**config.mk**
```make
export PLATFORM = sky130hd
export DESIGN_NAME = speed_lim_loader
export DESIGN_NICKNAME = d
export VERILOG_FILES = /design/src/rtl/speed_lim_loader_pkg.sv /design/src/rtl/speed_lim_loader_uart_rx.sv /design/src/rtl/speed_lim_loader.sv
export SDC_FILE = /design/constraint.sdc
export NUM_CORES = 1
export LEC_CHECK = 0
export CAP_MARGIN = 20
export CELL_PAD_IN_SITES_DETAIL_PLACEMENT = 0
export CELL_PAD_IN_SITES_GLOBAL_PLACEMENT = 1
export CORE_MARGIN = 3
export CORE_UTILIZATION = 41
export DETAILED_ROUTE_END_ITERATION = 7
export MAX_ROUTING_LAYER = met4
export PLACE_DENSITY_LB_ADDON = 0.1
export SLEW_MARGIN = 20
export SYNTH_ARGS = -nofsm -noshare
export SYNTH_HDL_FRONTEND = slang
export SYNTH_HIERARCHICAL = 1
export SYNTH_SLANG_ARGS = --single-unit
```
**constraint.sdc**
```tcl
create_clock -name clk -period 2 [get_ports clk]
set_clock_uncertainty 0.05 [all_clocks]
set_input_delay 0.3 -clock clk [delete_from_list [all_inputs] [get_ports clk]]
set_output_delay 0.3 -clock clk [all_outputs]
set_load 0.02 [all_outputs]
```
**src/rtl/speed_lim_loader_pkg.sv**
```systemverilog
// Shared constants and state encodings for the speed-limit map loader.
package speed_lim_loader_pkg;

  localparam int unsigned DEF_CLKS_PER_BIT = 868;
  localparam logic [7:0]  SYNC_BYTE        = 8'hA5;

  // Frame-level loader states
  typedef enum logic [1:0] {
    LD_SYNC = 2'd0,
    LD_ADDR = 2'd1,
    LD_DATA = 2'd2,
    LD_CSUM = 2'd3
  } ld_state_e;

  // UART receiver states
  typedef enum logic [1:0] {
    RX_IDLE  = 2'd0,
    RX_START = 2'd1,
    RX_DATA  = 2'd2,
    RX_STOP  = 2'd3
  } rx_state_e;

endpackage

```
**src/rtl/speed_lim_loader_uart_rx.sv**
```systemverilog
// 8N1 UART receiver: 2-FF synchroniser, mid-bit sampling, false-start rejection.
module uart_rx
  import speed_lim_loader_pkg::*;
#(
  parameter int unsigned CLKS_PER_BIT = DEF_CLKS_PER_BIT
) (
  input  logic       clk,
  input  logic       rst,
  input  logic       rx,
  output logic       byte_valid,
  output logic [7:0] byte_data,
  output logic       stop_err
);

  localparam int unsigned CNT_W = $clog2(CLKS_PER_BIT);
  localparam logic [CNT_W-1:0] HALF_LAST = CNT_W'(CLKS_PER_BIT / 2 - 1);
  localparam logic [CNT_W-1:0] FULL_LAST = CNT_W'(CLKS_PER_BIT - 1);

  logic [1:0]       sync_q;
  rx_state_e        state_q, state_d;
  logic [CNT_W-1:0] cnt_q, cnt_d;
  logic [2:0]       bit_q, bit_d;
  logic [7:0]       shift_q, shift_d;
  logic             armed_q, armed_d;
  logic             byte_valid_q, byte_valid_d;
  logic [7:0]       byte_data_q, byte_data_d;
  logic             stop_err_q, stop_err_d;
  logic             rx_s;

  assign rx_s       = sync_q[1];
  assign byte_valid = byte_valid_q;
  assign byte_data  = byte_data_q;
  assign stop_err   = stop_err_q;

  // Synchroniser, reset to the idle (high) line level
  always_ff @(posedge clk) begin
    if (rst) sync_q <= 2'b11;
    else     sync_q <= {sync_q[0], rx};
  end

  // Receiver state registers
  always_ff @(posedge clk) begin
    if (rst) begin
      state_q      <= RX_IDLE;
      cnt_q        <= '0;
      bit_q        <= '0;
      shift_q      <= '0;
      armed_q      <= 1'b0;
      byte_valid_q <= 1'b0;
      byte_data_q  <= '0;
      stop_err_q   <= 1'b0;
    end else begin
      state_q      <= state_d;
      cnt_q        <= cnt_d;
      bit_q        <= bit_d;
      shift_q      <= shift_d;
      armed_q      <= armed_d;
      byte_valid_q <= byte_valid_d;
      byte_data_q  <= byte_data_d;
      stop_err_q   <= stop_err_d;
    end
  end

  // Bit timing and sampling; armed_q requires a high line before each start edge
  always_comb begin
    state_d      = state_q;
    cnt_d        = cnt_q + 1'b1;
    bit_d        = bit_q;
    shift_d      = shift_q;
    armed_d      = armed_q;
    byte_valid_d = 1'b0;
    byte_data_d  = byte_data_q;
    stop_err_d   = 1'b0;
    case (state_q)
      RX_IDLE: begin
        cnt_d = '0;
        if (rx_s) armed_d = 1'b1;
        if (armed_q && !rx_s) state_d = RX_START;
      end
      RX_START: begin
        if (cnt_q == HALF_LAST) begin
          cnt_d = '0;
          bit_d = '0;
          state_d = rx_s ? RX_IDLE : RX_DATA;
        end
      end
      RX_DATA: begin
        if (cnt_q == FULL_LAST) begin
          cnt_d   = '0;
          shift_d = {rx_s, shift_q[7:1]};
          bit_d   = bit_q + 1'b1;
          if (bit_q == 3'd7) state_d = RX_STOP;
        end
      end
      RX_STOP: begin
        if (cnt_q == FULL_LAST) begin
          cnt_d   = '0;
          armed_d = 1'b0;
          state_d = RX_IDLE;
          if (rx_s) begin
            byte_valid_d = 1'b1;
            byte_data_d  = shift_q;
          end else begin
            stop_err_d = 1'b1;
          end
        end
      end
      default: state_d = RX_IDLE;
    endcase
  end

endmodule

```
**src/rtl/speed_lim_loader.sv**
```systemverilog
// Speed-limit map RAM writer: validates A5/ADDR/DATA/CSUM frames from a UART and commits them.
module speed_lim_loader
  import speed_lim_loader_pkg::*;
#(
  parameter int unsigned CLKS_PER_BIT   = DEF_CLKS_PER_BIT,
  parameter int unsigned TIMEOUT_CYCLES = 100000,
  parameter int unsigned ADDR_W         = 4,
  parameter int unsigned DATA_W         = 7
) (
  input  logic              clk,
  input  logic              rst,
  input  logic              rx,
  output logic              mem_we,
  output logic [ADDR_W-1:0] mem_addr,
  output logic [DATA_W-1:0] mem_din,
  output logic              busy,
  output logic              frame_err,
  output logic [7:0]        wr_count
);

  localparam int unsigned TMO_W = $clog2(TIMEOUT_CYCLES + 1);
  localparam logic [TMO_W-1:0] TMO_LAST = TMO_W'(TIMEOUT_CYCLES - 1);

  logic        byte_valid;
  logic [7:0]  byte_data;
  logic        stop_err;

  ld_state_e         state_q, state_d;
  logic [ADDR_W-1:0] addr_q, addr_d;
  logic [DATA_W-1:0] data_q, data_d;
  logic [TMO_W-1:0]  tmo_q, tmo_d;
  logic              mem_we_q, mem_we_d;
  logic [ADDR_W-1:0] mem_addr_q, mem_addr_d;
  logic [DATA_W-1:0] mem_din_q, mem_din_d;
  logic              busy_q, busy_d;
  logic              frame_err_q, frame_err_d;
  logic [7:0]        wr_count_q, wr_count_d;
  logic              abort;
  logic [7:0]        csum_exp;

  uart_rx #(.CLKS_PER_BIT(CLKS_PER_BIT)) u_rx (
    .clk        (clk),
    .rst        (rst),
    .rx         (rx),
    .byte_valid (byte_valid),
    .byte_data  (byte_data),
    .stop_err   (stop_err)
  );

  assign mem_we    = mem_we_q;
  assign mem_addr  = mem_addr_q;
  assign mem_din   = mem_din_q;
  assign busy      = busy_q;
  assign frame_err = frame_err_q;
  assign wr_count  = wr_count_q;
  assign csum_exp  = SYNC_BYTE ^ 8'(addr_q) ^ 8'(data_q);

  // Frame FSM and write-port registers
  always_ff @(posedge clk) begin
    if (rst) begin
      state_q     <= LD_SYNC;
      addr_q      <= '0;
      data_q      <= '0;
      tmo_q       <= '0;
      mem_we_q    <= 1'b0;
      mem_addr_q  <= '0;
      mem_din_q   <= '0;
      busy_q      <= 1'b0;
      frame_err_q <= 1'b0;
      wr_count_q  <= '0;
    end else begin
      state_q     <= state_d;
      addr_q      <= addr_d;
      data_q      <= data_d;
      tmo_q       <= tmo_d;
      mem_we_q    <= mem_we_d;
      mem_addr_q  <= mem_addr_d;
      mem_din_q   <= mem_din_d;
      busy_q      <= busy_d;
      frame_err_q <= frame_err_d;
      wr_count_q  <= wr_count_d;
    end
  end

  // Byte validation, commit and abort (field error, stop error, inter-byte timeout)
  always_comb begin
    state_d     = state_q;
    addr_d      = addr_q;
    data_d      = data_q;
    tmo_d       = (state_q == LD_SYNC || byte_valid) ? '0 : tmo_q + 1'b1;
    mem_we_d    = 1'b0;
    mem_addr_d  = mem_addr_q;
    mem_din_d   = mem_din_q;
    frame_err_d = 1'b0;
    wr_count_d  = wr_count_q;
    abort       = 1'b0;
    if (byte_valid) begin
      case (state_q)
        LD_SYNC: if (byte_data == SYNC_BYTE) state_d = LD_ADDR;
        LD_ADDR: begin
          if (byte_data[7:ADDR_W] != '0) abort = 1'b1;
          else begin
            addr_d  = byte_data[ADDR_W-1:0];
            state_d = LD_DATA;
          end
        end
        LD_DATA: begin
          if (byte_data[7:DATA_W] != '0) abort = 1'b1;
          else begin
            data_d  = byte_data[DATA_W-1:0];
            state_d = LD_CSUM;
          end
        end
        LD_CSUM: begin
          if (byte_data == csum_exp) begin
            mem_we_d   = 1'b1;
            mem_addr_d = addr_q;
            mem_din_d  = data_q;
            wr_count_d = wr_count_q + 1'b1;
            state_d    = LD_SYNC;
          end else begin
            abort = 1'b1;
          end
        end
        default: state_d = LD_SYNC;
      endcase
    end else if (state_q != LD_SYNC && (stop_err || tmo_q == TMO_LAST)) begin
      abort = 1'b1;
    end
    if (abort) begin
      frame_err_d = 1'b1;
      state_d     = LD_SYNC;
    end
    busy_d = (state_d != LD_SYNC);
  end

endmodule

```
==> metrics.yaml, run 1 <==
status: "complete, no violations"
start_kind: "flip-flop"
cpLargestDelayFamily: "simple AND/OR/NAND/NOR gates"
avgRoutedWirePerCell_um: 13.2
pin_count: 25
cts_hold_buf: 0
die_h_um: 104
ys_ff_latch: 88
synth_top_area_share_pct: 45.1
num_rows: 34
synth-seq-area-share_pct: 45.1
clk_path_buf_depth: 2
post-route-period-util_pct: 97.6
synthFlopType: "dfxtp_1"
grt_setup_unrepaired: "yes"
setup_slack_ns: 0.0482
nFillCells: 861
diodes: 0
async_flop_share_pct: 0
drive_gt1_share_pct: 15.7
critPathSlowestCell: "xor3_2"
grt_pass1_vias: 2875
dieArea_um2: 10700
maxCapViolCount: 0
path_class: "reg2reg"
setup_viol: 0
synth_cell_types: 58
cts_buffers: 9
final_util_pct: 51.5
synth_edf_count: 0
peakVddDrop_v: 0.000324
post-place-ws_ns: 0.0191
fmax_mhz: 512
drc: 0
syn_area_per_cell_um2: 9.27
cts_root_buf: "clkbuf_8"
gp_congestion: 0.788
maxSlewViolCount: 0
yosysTopAreaCell: "dfxtp_1"
crit_chain: "xor3_2 > nand4_4 > or3_4 > nor3_2 > mux2_4"
cp.arrival_ns: 2.16
grt_pass1_wl_mm: 13.5
initial_core_util_pct: 43.5
num_vias: 3034
yosysWarnings: 6
min_period_ns: 1.95
cp_max_fo: 7
endpoint_kind: "flip-flop"
firstDrtPassIters: 4
synth_cells: 421
p_per_area_nw_per_um2: 667
grt_overflow: 0
total_leakage_power_nw: 1.56
cts_sinks: 88
slowest_delay_ns: 0.42
synth_nets: 430
drt_iter0_drc: 79
cts_max_level: 3
layout_commonest_cell: "dfxtp_1"
worstMarginPinSlew_ns: 0.624
grt_max_degree: 65
final_cell_mix: "dfxtp_1 (86), nand2_1 (55), nor2_1 (45), buf_4 (30), a21oi_1 (29)"
vias_per_cell: 5.09
fin_nets: 474
drt-total-wl_mm: 7.86
required_ns: 2.21
antenna_left: 0
slew_headroom_pct: 58.4
finalNonFillerCells: 596
synth_area_um2: 3900
hold_path_class: "in2reg"
finalHoldViolCount: 0
insertion_delay_ns: 0.36
grt_antenna_before_repair: 0
dp.cells: 576
post-dp-hpwl_mm: 5.37
grt.total_usage_pct: 15.4
core_um2: 8980
path_buf_inv: 0
portBuffers: 24
clk_pin_slew_ns: 0.10
die_w_um: 104
synth_area_leaders: "dfxtp_1 (45%), nand2_1 (5.3%), mux2i_1 (5.1%)"
syn2layout_area_growth_pct: 18.5
cts_tree: "built"
-- power by group --
group | internal [W] | leakage, nW | switching [W]
clock network | 0.000589 | 0.0966 | 0.000678
registers | 0.00176 | 0.710 | 0.00000539
logic | 0.0000200 | 0.756 | 0.0000363
-- kinds of logic (layout without fill, tap and decap cells) --
group / after synthesis / in the layout / share of synthesized area [%]
xor gates and xnor gates: 29 / 29 / 8.05
buffers and inverters: 30 / 79 / 4.33
AOI/OAI and AO/OA: 52 / 52 / 9.20
and+or+nand+nor: 193 / 193 / 25.3
adders and majority gates: 6 / 6 / 1.92
DFF: 88 / 88 / 45.1
muxes: 23 / 23 / 6.09
-- sequential cells by signal, indices dropped and copies added (netlist names), named ones only --
| signal | flops |
|---|---|
| busy | 1 |
| tmo_q | 17 |
| mem_addr | 4 |
| u_rx/state_q | 1 |
| addr_q | 4 |
| u_rx/byte_valid | 1 |
| state_q | 2 |
| wr_count | 8 |
| u_rx/sync_q | 2 |
| mem_din | 7 |
| frame_err | 1 |
| data_q | 7 |
| u_rx/byte_data | 8 |
| u_rx/cnt_q | 10 |
| u_rx/armed_q | 1 |
| mem_we | 1 |
| u_rx/bit_q | 3 |
| u_rx/stop_err | 1 |
| u_rx/shift_q | 8 |
-- worst register-to-register path: stages (launching register included) --
cell	delay, ns
dfxtp_2	0.34
xor3_2	0.42
nand4_4	0.15
or3_4	0.40
nor3_2	0.19
mux2_4	0.31
-- cell usage after synthesis (all sizes together) (3+ instances only) --
master  number
dfxtp       88
nand2       55
nor2        45
a21oi       29
mux2i       20
nor3        17
xor2        15
clkbuf      13
nand3       12
nand4       12
xnor2       10
buf          9
inv          8
nand2b       7
nor2b        7
nor4         7
o21ai        7
or3          7
and3         6
ha           6
o41ai        4
or2          4
or4          4
and4         3
mux2         3
-- per-layer routing --
metal | part of all wire, % | global-route usage (%)
met1 | 50 | 19.7
met2 | 46 | 24.5
met3 | 2.8 | 3.23
met4 | 1.2 | 5.13
met5 | 0 | -
-- worst paths after layout --
path	startpoint	endpoint	slack, ns	cells after the start
hold reg to reg	u_rx/sync_q[0]	u_rx/sync_q[1]	0.37	1
setup / recovery	addr_q[2]	wr_count[6]	0.05	5
setup reg to reg	addr_q[2]	wr_count[6]	0.05	5
hold / removal	rst	wr_count[2]	0.23	2
-- per-stage QoR --
step                      cell area (µm²)  setup TNS, ns  total power (W)  hold slack (ns)
after CTS                            4580              0          0.00313            0.218
final                                4630              0          0.00308            0.230
after floorplan                      3910              0          0.00184            0.339
after global routing                 4630        -0.0101          0.00321            0.236
after global placement               4380              0          0.00186            0.344
after detailed placement             4380              0          0.00186            0.354
-- area by class of cell --
class	count	area [µm²]	area share (%)
inverter	8	30.0	0.649
multi-input combinational	303	1990	43.1
clock buffer	9	124	2.68
clock inverter	7	76.3	1.65
timing repair buffer	55	480	10.4
tap	126	158	3.41
sequential	88	1760	38.1
-- what timing repair did --
item | CTS | global route
endpoints found under the setup margin | 0 | 14
buffers inserted | 0 | 4
resized for setup | 0 | 5
No activity file was read; power rests on OpenSTA's default activity.
==> inputs of run 2 (changes only) <==
--- a/config.mk
+++ b/config.mk
@@ -8,11 +8,12 @@
 export CAP_MARGIN = 20
 export CELL_PAD_IN_SITES_DETAIL_PLACEMENT = 0
 export CELL_PAD_IN_SITES_GLOBAL_PLACEMENT = 1
-export CORE_MARGIN = 3
+export CORE_MARGIN = 4
 export CORE_UTILIZATION = 41
 export DETAILED_ROUTE_END_ITERATION = 7
 export MAX_ROUTING_LAYER = met4
 export PLACE_DENSITY_LB_ADDON = 0.1
+export SETUP_SLACK_MARGIN = 0.3
 export SLEW_MARGIN = 20
 export SYNTH_ARGS = -nofsm -noshare
 export SYNTH_HDL_FRONTEND = slang
==> metrics.yaml, run 2 (synthesized netlist as in run 1, its figures left out) <==
portBuffers: 24  # unchanged
total_leakage_power_nw: 1.87  # +19%
power_frac_clock_pct: 45.7  # +4.6 points
worstMarginPinSlew_ns: 0.477  # -0.148 ns
use_met2_pct: 26.8  # +2.2 points
pin_count: 25  # unchanged
power_frac_seq_pct: 52.4  # -4.7 points
maxSlewViolCount: 0  # unchanged
holdWs_ns: 0.322  # +0.0915 ns
slew_headroom_pct: 68.2  # +9.8 points
start_kind: "flip-flop"
antenna_left: 0  # unchanged
grt.total_usage_pct: 16.1  # +0.70 points
drc: 0  # unchanged
p_per_area_nw_per_um2: 657  # -1.4%
dieArea_um2: 11100  # +3.9%
required_ns: 2.21  # about the same
die_h_um: 106  # +1.9%
grt_pass1_wl_mm: 14.4  # +6.3%
insertion_delay_ns: 0.36  # about the same
swShare_pct: 21.1  # -2.2 points
cts_buffers: 9  # unchanged
largest_register_ffs: 17  # unchanged
path_class: "reg2reg"
reg_top3: "tmo_q (17), u_rx/cnt_q (10)"
drt_iter0_drc: 94  # +19%
finalHoldViolCount: 0  # unchanged
num_rows: 35  # +2.9%
finalNonFillerCells: 619  # +3.9%
avgRoutedWirePerCell_um: 14.3  # +8.3%
grtUsageMet1_pct: 20.0  # +0.24 points
peakVddDrop_v: 0.000301  # -7.0%
die_w_um: 106  # +1.9%
drive_gt1_share_pct: 28.0  # +12 points
min_period_ns: 1.90  # -0.0558 ns
diodes: 0  # unchanged
final_area_um2: 5100  # +10%
cts_root_buf: "clkbuf_8"
syn2layout_area_growth_pct: 30.7
critPathSlowestCell: "xnor3_1"
gp_congestion: 0.780  # -1.0%
grt_pass1_vias: 3051  # +6.1%
post-place-ws_ns: 0.0674  # +0.0483 ns
timing.setup.tns_ns: 0  # unchanged
comb_power_share_pct: 1.9  # about the same
core_um2: 9240  # +2.9%
grt_busiest_layer: "met2"
vias_per_cell: 5.11  # +0.31%
placed_cell_area_um2: 4350  # -0.77%
p_sw_w: 0.000708  # -1.6%
layout_commonest_cell: "dfxtp_1"
status: "complete, no violations"
cts_sinks: 88  # unchanged
cts_hold_buf: 0  # unchanged
post-dp-hpwl_mm: 5.48  # +2.1%
clk_pin_slew_ns: 0.09  # about the same
grt_overflow: 0  # unchanged
initial_core_util_pct: 42.2  # -1.2 points
nFillCells: 832  # -3.4%
grt_max_degree: 43  # -34%
maxCapViolCount: 0  # unchanged
setup_slack_ns: 0.104  # +0.0558 ns
clk_path_buf_depth: 2  # unchanged
p_int_w: 0.00264  # +12%
r2r_slack_ns: 0.10  # +0.06 ns
hold_path_class: "in2reg"
fin_nets: 494  # +4.2%
cp.arrival_ns: 2.10  # -0.06 ns
fmax_mhz: 527  # +2.9%
dp.cells: 570  # -1.0%
grt_setup_unrepaired: "yes"
final_cell_mix: "dfxtp_1 (71), nand2_1 (53), nor2_1 (45), buf_4 (41), a21oi_1 (27)"
cts_tree: "built"
slowest_delay_ns: 0.41  # about the same
drt-total-wl_mm: 8.84  # +12%
firstDrtPassIters: 4  # unchanged
num_vias: 3161  # +4.2%
use_met3_pct: 2.45  # -0.78 points
top_register: "tmo_q"
cts_max_level: 3  # unchanged
setup_viol: 0  # unchanged
post-route-period-util_pct: 94.8  # -2.8 points
endpoint_kind: "flip-flop"
crit_chain: "xnor3_1 > nand4_4 > or3_4 > nor3_4 > mux2_4"
cp_max_fo: 6  # -1
grt_antenna_before_repair: 0  # unchanged
==> run 2: layout make-up <==
class                           instances  area [µm²]  share of cell area [%]
Clock buffer                           10         138                    2.70
Clock inverter                          6         115                    2.26
Inverter                                8        30.0                   0.589
Multi-Input combinational cell        306        2250                    44.1
Sequential cell                        88        1790                    35.2
Tap cell                              129         161                    3.17
Timing Repair Buffer                   72         611                    12.0
==> run 2: repair_timing <==
item | in CTS | in global routing
hold endpoints to repair | 0 | 0
pin swaps | 9 | 19
gates cloned | 4 | 1
gates resized for setup | 39 | 41
buffers inserted | 15 | 13
endpoints found under the setup margin | 67 | 60
==> run 2: metal layers <==
| metal | vias to the layer above | wire [µm] |
|---|---|---|
| li1 | 1602 | - |
| met2 | 45 | 4340 |
| met3 | 12 | 240 |
| met5 | - | 0 |
| met1 | 1502 | 4100 |
| met4 | 0 | 153 |
==> run 2: metrics by stage <==
stage | power (W) | utilization, %
2_1_floorplan | 0.00184 | -
3_3_place_gp | 0.00186 | 47.1
3_5_place_dp | 0.00186 | 47.1
4_1_cts | 0.00339 | 52.3
5_1_grt | 0.00347 | 55.2
6_report | 0.00335 | 55.2
==> run 2: worst max-delay path: cells and delay by family (launching register included) <==
kind                      cells  cell delay, ns
and+or+nand+nor               3            0.71
xor gates and xnor gates      1            0.41
DFF                           1            0.33
muxes                         1            0.31
==> run 2: power by group through the flow <==
stage / Clock, W / Combinational [W] / Sequential, W
finish: 0.00153 / 0.0000637 / 0.00176
global route: 0.00164 / 0.0000700 / 0.00176
global placement: 0 / 0.0000558 / 0.00180
detailed placement: 0 / 0.0000562 / 0.00180
floorplan: 0 / 0.0000415 / 0.00180
CTS: 0.00157 / 0.0000597 / 0.00176
==> run 2: worst paths after layout <==
path	end	startpoint	cells past startpoint
worst max register to register	wr_count[6]	addr_q[3]	5
worst min register to register	u_rx/sync_q[1]	u_rx/sync_q[0]	1
worst max-delay path	wr_count[6]	addr_q[3]	5
worst min-delay path	u_rx/byte_data[6]	rst	3
